--- src/rtl/mem_dma_pkg.sv ---
// mem_dma_pkg: shared widths, FSM state encoding and mode constants for the
// block-copy / block-fill memory DMA engine and anything that talks to it.
package mem_dma_pkg;

  localparam int unsigned ADDR_W = 12;  // data memory address width
  localparam int unsigned DATA_W = 24;  // data memory word width

  // Transfer mode as latched at start
  localparam logic MODE_COPY = 1'b0;
  localparam logic MODE_FILL = 1'b1;

  typedef enum logic [2:0] {
    S_IDLE    = 3'd0,
    S_RD      = 3'd1,
    S_CAPTURE = 3'd2,
    S_WR      = 3'd3,
    S_DONE    = 3'd4
  } state_e;

endpackage

--- src/rtl/mem_dma.sv ---
// mem_dma: secondary initiator on the single-port synchronous data memory.
// Performs block copy (mem -> mem) or block fill (constant -> mem) in strictly
// ascending address order on a start/done handshake.
//
// Ports:
//   iw_clk, iw_rst      clock, synchronous active-high reset
//   iw_start            start request (sampled only in IDLE)
//   iw_abort            abort; back to IDLE without a done pulse (wins over start)
//   iw_fill             mode at start: 0 = copy, 1 = fill
//   iw_src/iw_dst       source / destination base address
//   iw_len              word count (0 = immediate done, no access)
//   iw_fill_data        fill value
//   or_busy, or_done    transfer in progress / one-cycle completion pulse
//   or_mem_we/addr/wdata  memory write enable, address, write data
//   iw_mem_rdata        memory read data (P_RD_LATENCY cycles after address)
//
// All outputs are registered; the combinational block computes the value each
// output takes in the *next* state.
module mem_dma
  import mem_dma_pkg::*;
#(
  parameter int unsigned P_RD_LATENCY = 1
) (
  input  logic              iw_clk,
  input  logic              iw_rst,
  input  logic              iw_start,
  input  logic              iw_abort,
  input  logic              iw_fill,
  input  logic [ADDR_W-1:0] iw_src,
  input  logic [ADDR_W-1:0] iw_dst,
  input  logic [ADDR_W-1:0] iw_len,
  input  logic [DATA_W-1:0] iw_fill_data,
  output logic              or_busy,
  output logic              or_done,
  output logic              or_mem_we,
  output logic [ADDR_W-1:0] or_mem_addr,
  output logic [DATA_W-1:0] or_mem_wdata,
  input  logic [DATA_W-1:0] iw_mem_rdata
);

  // CAPTURE counts down from this value; data is sampled when it reaches 0
  localparam logic [1:0] LAT_LAST = 2'(P_RD_LATENCY - 1);

  state_e            state_q, state_d;
  logic [ADDR_W-1:0] src_q, src_d;
  logic [ADDR_W-1:0] dst_q, dst_d;
  logic [ADDR_W-1:0] len_q, len_d;
  logic [ADDR_W-1:0] idx_q, idx_d;
  logic              mode_q, mode_d;
  logic [DATA_W-1:0] fdata_q, fdata_d;
  logic [1:0]        lat_q, lat_d;
  logic              busy_q, busy_d;
  logic              done_q, done_d;
  logic              we_q, we_d;
  logic [ADDR_W-1:0] addr_q, addr_d;
  logic [DATA_W-1:0] wdata_q, wdata_d;

  logic [ADDR_W-1:0] idx_nxt;
  assign idx_nxt = idx_q + ADDR_W'(1);

  always_comb begin
    state_d = state_q;
    src_d   = src_q;
    dst_d   = dst_q;
    len_d   = len_q;
    idx_d   = idx_q;
    mode_d  = mode_q;
    fdata_d = fdata_q;
    lat_d   = lat_q;
    busy_d  = 1'b0;
    done_d  = 1'b0;
    we_d    = 1'b0;
    addr_d  = addr_q;
    wdata_d = wdata_q;

    unique case (state_q)
      S_IDLE: begin
        if (iw_start && !iw_abort) begin
          src_d   = iw_src;
          dst_d   = iw_dst;
          len_d   = iw_len;
          mode_d  = iw_fill;
          fdata_d = iw_fill_data;
          idx_d   = '0;
          if (iw_len == '0) begin
            state_d = S_DONE;
            done_d  = 1'b1;
          end else if (iw_fill == MODE_FILL) begin
            state_d = S_WR;
            busy_d  = 1'b1;
            we_d    = 1'b1;
            addr_d  = iw_dst;
            wdata_d = iw_fill_data;
          end else begin
            state_d = S_RD;
            busy_d  = 1'b1;
            addr_d  = iw_src;
          end
        end
      end

      S_RD: begin
        state_d = S_CAPTURE;
        busy_d  = 1'b1;
        lat_d   = LAT_LAST;
      end

      S_CAPTURE: begin
        busy_d = 1'b1;
        if (lat_q == '0) begin
          state_d = S_WR;
          we_d    = 1'b1;
          addr_d  = dst_q + idx_q;
          wdata_d = iw_mem_rdata;
        end else begin
          lat_d = lat_q - 2'd1;
        end
      end

      S_WR: begin
        if (idx_nxt == len_q) begin
          state_d = S_DONE;
          done_d  = 1'b1;
        end else begin
          idx_d  = idx_nxt;
          busy_d = 1'b1;
          if (mode_q == MODE_FILL) begin
            we_d   = 1'b1;
            addr_d = dst_q + idx_nxt;
          end else begin
            state_d = S_RD;
            addr_d  = src_q + idx_nxt;
          end
        end
      end

      S_DONE: begin
        state_d = S_IDLE;
      end

      default: begin
        state_d = S_IDLE;
      end
    endcase

    // Abort overrides whatever the state decoded; a write in flight on this
    // edge is still seen by the memory because we_q is only cleared after it.
    if (iw_abort && state_q != S_IDLE) begin
      state_d = S_IDLE;
      busy_d  = 1'b0;
      done_d  = 1'b0;
      we_d    = 1'b0;
    end
  end

  always_ff @(posedge iw_clk) begin
    if (iw_rst) begin
      state_q <= S_IDLE;
      src_q   <= '0;
      dst_q   <= '0;
      len_q   <= '0;
      idx_q   <= '0;
      mode_q  <= MODE_COPY;
      fdata_q <= '0;
      lat_q   <= '0;
      busy_q  <= 1'b0;
      done_q  <= 1'b0;
      we_q    <= 1'b0;
      addr_q  <= '0;
      wdata_q <= '0;
    end else begin
      state_q <= state_d;
      src_q   <= src_d;
      dst_q   <= dst_d;
      len_q   <= len_d;
      idx_q   <= idx_d;
      mode_q  <= mode_d;
      fdata_q <= fdata_d;
      lat_q   <= lat_d;
      busy_q  <= busy_d;
      done_q  <= done_d;
      we_q    <= we_d;
      addr_q  <= addr_d;
      wdata_q <= wdata_d;
    end
  end

  assign or_busy      = busy_q;
  assign or_done      = done_q;
  assign or_mem_we    = we_q;
  assign or_mem_addr  = addr_q;
  assign or_mem_wdata = wdata_q;

endmodule
--- config.mk ---
export PLATFORM = sky130hd
export DESIGN_NAME = mem_dma
export DESIGN_NICKNAME = d
export VERILOG_FILES = /design/src/rtl/mem_dma_pkg.sv /design/src/rtl/mem_dma.sv
export SDC_FILE = /design/constraint.sdc
export NUM_CORES = 1
export LEC_CHECK = 0
export CORE_MARGIN = 10
export CORE_UTILIZATION = 45
export CTS_CLUSTER_SIZE = 30
export DETAILED_ROUTE_END_ITERATION = 10
export PLACE_DENSITY_LB_ADDON = 0.05
export SYNTH_ARGS = -nofsm -noshare
export SYNTH_HDL_FRONTEND = slang
export SYNTH_SLANG_ARGS = --single-unit
--- constraint.sdc ---
create_clock -name iw_clk -period 4.7 [get_ports iw_clk]
set_input_delay 0.47 -clock iw_clk [delete_from_list [all_inputs] [get_ports iw_clk]]
set_output_delay 0.47 -clock iw_clk [all_outputs]
set_load 0.005 [all_outputs]
Word level (Yosys, flattened, before mapping)
Index checks and enable logic that the tools add are counted.
{"block": "totals", "register_bits": 93, "in_bits": 89, "out_inout_bits": 39, "elab_cells": 86}
{"block": "op_classes", "add_sub_neg": 5, "eq_ne": 11, "mux": 39, "n_reduce_logical": 19}
{"operator": "$mux 12", "count": 8}
{"operator": "$mux 24", "count": 4}
{"operator": "$pmux 24 s2", "count": 1}
{"operator": "$add 12x12->12", "count": 3}
{"operator": "$pmux 12 s3", "count": 1}
{"operator": "$pmux 12 s2", "count": 1}
{"operator": "$mux 3", "count": 5}
{"operator": "$add 12x1->12 const B", "count": 1}
{"operator": "$eq 12x12->1", "count": 1}
{"operator": "$logic_not 12->1", "count": 1}
{"operator": "$mux 1", "count": 12}
{"operator": "$ne 2x2->1 const B", "count": 6}
{"operator": "$pmux 3 s4", "count": 1}
{"operator": "$reduce_and 5->1", "count": 2}
{"operator": "$eq 3x2->1 const B", "count": 2}
{"operator": "$pmux 1 s3", "count": 2}
{"operator": "$reduce_and 3->1", "count": 2}
{"operator": "$reduce_bool 2->1", "count": 3}
{"operator": "$reduce_bool 3->1", "count": 2}
{"operator": "$mux 2", "count": 2}
{"operator": "$pmux 2 s2", "count": 1}
{"operator": "$reduce_and 2->1", "count": 2}
{"operator": "$reduce_or 2->1", "count": 2}
{"operator": "$eq 3x1->1 const B", "count": 1}
{"operator": "7 further kinds", "count": 8}

Longest topological paths before layout
{"block": "depth", "depth_word": 5, "depth_mapped": 14, "mapped_depth_nobuf": 13}

Worst setup path before layout
OpenSTA, ideal clock, no wires.
{"block": "synth_path", "path_type": "register -> register", "start": "register mode_q", "end": "register addr_q[8], in the netlist or_mem_addr[8]", "setup_time_ns": 0.127, "arrival_ns": 3.199, "required_ns": 4.573, "setup_slack_ns": 1.375, "stages_incl_launch_ff": 14, "path_buffers": 2, "cell_sequence": "dfxtp_1 clkbuf_1 clkbuf_1 mux2_2 ha_1 fa_1 a21o_1 a21o_1 a21o_1 a2111oi_0 nor2_1 xor2_1 o2111ai_1 o21ai_0"}
{"block": "synth_between", "elab_chain_cells": 3}
{"item": "start, declared", "line": "mem_dma.sv:49", "rtl": "logic mode_q, mode_d;"}
{"item": "start signal, assigned", "line": "mem_dma.sv:177", "rtl": "mode_q <= mode_d;"}
{"item": "$mux 12", "line": "mem_dma.sv:127", "rtl": "if (mode_q == MODE_FILL) begin"}
{"item": "$mux 12", "line": "mem_dma.sv:121", "rtl": "if (idx_nxt == len_q) begin"}
{"item": "$pmux 12 s3", "line": "mem_dma.sv:76", "rtl": "unique case (state_q)"}
{"item": "end signal, assigned", "line": "mem_dma.sv:183", "rtl": "addr_q <= addr_d;"}
{"item": "end, declared", "line": "mem_dma.sv:55", "rtl": "logic [ADDR_W-1:0] addr_q, addr_d;"}
No other way between the ends. The select of a mux whose other input is x is not followed.
A chain may end at the register's enable or synchronous reset.

Worst setup path in the final report
{"block": "layout_path", "start": "register idx_q[0]", "end": "register addr_q[11], in the netlist or_mem_addr[11]"}
{"block": "layout_between", "elab_chain_cells": 5, "word_cells_on_any_way": 11, "cone_classes": "add/sub (4); eq/ne (2); mux (4); reduce/logical (1)"}
{"item": "start, declared", "line": "mem_dma.sv:48", "rtl": "logic [ADDR_W-1:0] idx_q, idx_d;"}
{"item": "start signal, assigned", "line": "mem_dma.sv:176", "rtl": "idx_q <= idx_d;"}
{"item": "$add 12x1->12", "line": "mem_dma.sv:59", "rtl": "assign idx_nxt = idx_q + ADDR_W'(1);"}
{"item": "$add 12x12->12 (on tied branches)", "line": "mem_dma.sv:132, mem_dma.sv:129"}
{"item": "$mux 12", "line": "mem_dma.sv:127"}
{"item": "$mux 12", "line": "mem_dma.sv:121"}
{"item": "$pmux 12 s3", "line": "mem_dma.sv:76"}
Several ways; a longest one is shown, not always the timed one. The select of a mux whose other input is x is not followed.

==> results.toml <==
[routing]
ant_nets = 0
top_layer_used = "met4"
drc = 0
wirelength_mm = 18.7
wl_met1_mm = 8.50
wl_per_cell_microns = 18.7
first_pass_iters = 5
wl_met3_mm = 1.02
wl_met2_mm = 8.94
vias_per_cell = 5.67
initialDrtViolationCount = 334
vias = 5682

[logic_synthesis]
synthMuxAreaShare = 0.0548
ys_seq_area_frac = 0.323
synth_compound_gate_area_share = 0.242
synth_cell_types = 66
synth_seq_cells = 93
synthArstFlopShare = 0
synth_ff_type = "dfxtp_1"
synth_top_family_by_area = "compound AO/OA/AOI/OAI gates"
synthXorXnorAreaFrac = 0.0600
synth_edf_count = 0
synthCells = 729
synth_nets = 844
synthAdderAreaFrac = 0.0591
syn_area_sq_um = 5760
synth_top_area_frac = 0.323
synth.avg_cell_area_sq_um = 7.90
synth_most_common_cell = "nand2_1"
yosys.area_share.simple = 0.210
synth_area_leader_cell = "dfxtp_1"
yosys-top-cells-count = "nand2_1, dfxtp_1, nor2_1, a21oi_1, o21ai_0"
netlist_top_cells_area = "dfxtp_1, nand2_1, a21oi_1"
yosysWarningCount = 0

[timing]
slew_headroom = 0.310
clock_skew_ns = 0.00914
rsz0062_at_grt = "no"
max_freq_mhz = 270
period_minus_slack_ns = 3.70
tightestPinTransition_ns = 1.03
setup_ws_ns = 0.997
slew_violations = 0
period_share = 0.788
finalSetupViolCount = 0
hold_viol_final = 0
tns_ns = 0

[setup_path]
critPathMaxFanout = 9
end_kind = "register"
start_kind = "register"
worstSetupPathType = "reg -> reg"
cp_cell_sequence = "ha_1 -> nand3_1 -> o21a_1 -> or2_2 -> ha_1 -> or4_1 -> o21a_1 -> a221o_1 -> a21o_1 -> a221oi_1 -> a211oi_2"
crit_arrival_ns = 3.91
crit_path_max_incr_delay_ns = 0.52
worstPathRequired_ns = 4.91
slowest_stage = "or4_1"

[power]
power_leakage_nw = 2.78
power_density_nw_per_um2 = 266
ir_drop_mv = 0.156

[placement]
io_buffers = 127
dp_slack_ns = 1.04
gp_congestion = 0.860
place_area_sq_um = 7100
dp_hpwl_mm = 14.1

[floorplan]
start_util = 0.458
std_cell_rows = 41
fp.dieArea_sq_um = 17700
fp.coreArea_sq_um = 12600
die_w_microns = 133
die_h_microns = 133
ios = 128

[clocking]
cts_buffers = 9
cts_tree = "yes"
ctsHoldBuffers = 0
post_cts_resized = 0
ctsRootBufferMaster = "clkbuf_16"
cts_max_level = 3
cts.clk_slew.worst_paths_ns = 0.07
clk_latency_ns = 0.35
cts_max_path_buffers = 2
cts_sinks = 93
post-cts-setup-buffers = 0

[global_route]
grt.overflow.total = 0
antenna_found_initial = 1
gr-usage-all-layers = 0.207
grt_pass1_vias = 5557
grt_pass1_wl_mm = 29.8
grt_max_degree = 51

[final_layout]
nets = 940
final_area_sq_um = 7390
diodes = 0
area_growth_pct = 28.4
drive_gt1_frac = 0.0699
fillers = 1196

[flow_run]
cap_violations = 0

[status]
status = "finished, final reports clean"

[hold_path]
hold_path.class = "reg -> reg"
==> worst max-delay path: cells and delay by family, from the launching register on <==
family	cells	cell delay [ns]
AO/OA/AOI/OAI	6	1.38
AND/OR/NAND/NOR	3	1.06
adder cells (fa/ha/maj)	2	0.62
flip-flops	1	0.51
==> metal layers <==
metal | vias to the layer above | global-route usage
met2 | 174 | 0.351
met5 | - | 0
met4 | 0 | 0.0580
li1 | 2813 | -
met1 | 2674 | 0.257
met3 | 21 | 0.0462
==> state kept, by name (all words and copies together) (netlist names) <==
| register | flops |
|---|---|
| dst_q | 12 |
| idx_q | 12 |
| lat_q | 2 |
| len_q | 12 |
| mode_q | 1 |
| or_busy | 1 |
| or_done | 1 |
| or_mem_addr | 12 |
| or_mem_wdata | 24 |
| or_mem_we | 1 |
| src_q | 12 |
| state_q | 3 |
==> power breakdown <==
part / internal [W] / leakage (nW) / switching [W] / total [W]
Clock: 0.000415 / 0.140 / 0.000319 / 0.000734
Combinational: 0.000196 / 1.88 / 0.000173 / 0.000368
Sequential: 0.000833 / 0.759 / 0.0000308 / 0.000863
==> metrics by stage <==
stage               cells   util  total power, W  hold WS (ns)
detailed placement    986  0.565         0.00125         0.449
global placement      986  0.565         0.00124         0.445
floorplan             729      -         0.00106         0.434
finish               1002  0.588         0.00197         0.455
global route         1002  0.588         0.00206         0.481
CTS                  1002  0.588         0.00199         0.459
==> cells in the final DEF (no fill, tap or decap), types with 7 or more instances in the layout <==
cell type / count
nand2_1: 117
a211oi_1: 18
xnor2_1: 17
inv_1: 15
clkbuf_16: 9
or2_2: 7
mux2i_1: 18
clkdlybuf4s50_1: 126
a22oi_1: 7
dfxtp_1: 93
a21o_1: 9
a311oi_1: 24
nor3_1: 14
nor2_1: 71
nor4_1: 8
o21ai_0: 48
xor2_1: 10
mux2_2: 12
a21oi_1: 69
nand3_1: 8
ha_1: 24
buf_4: 12
==> cell families (layout without fill, tap and decap cells) <==
family                   count (synthesis)  count (layout)
AO/OA/AOI/OAI                          214             214
XOR/XNOR                                32              32
adder cells (fa/ha/maj)                 26              26
buffers and inverters                   69             170
flip-flops                              93              93
multiplexers                            30              30
AND/OR/NAND/NOR                        265             265
==> final timing paths <==
check / end / from / depth (start not counted) / slack (ns)
worst max-delay path: or_mem_addr[11]$_SDFFE_PP0P_ / idx_q[0]$_SDFFE_PP0P_ / 11 / 1.0
worst min-delay path: src_q[10]$_SDFFE_PP0P_ / src_q[10]$_SDFFE_PP0P_ / 2 / 0.46
worst max register to register: or_mem_addr[11]$_SDFFE_PP0P_ / idx_q[0]$_SDFFE_PP0P_ / 11 / 1.0
worst min register to register: src_q[10]$_SDFFE_PP0P_ / src_q[10]$_SDFFE_PP0P_ / 2 / 0.46
==> cell type report <==
type                       count  area [sq um]  share of cell area
clock inverter                 5          60.1             0.00813
tap                          172           215              0.0291
timing repair buffer         139          1360               0.184
inverter                      15          56.3             0.00762
multi-input combinational    567          3610               0.488
clock buffer                  11           233              0.0315
sequential                    93          1860               0.252
Power figures use the tool's default switching activity.
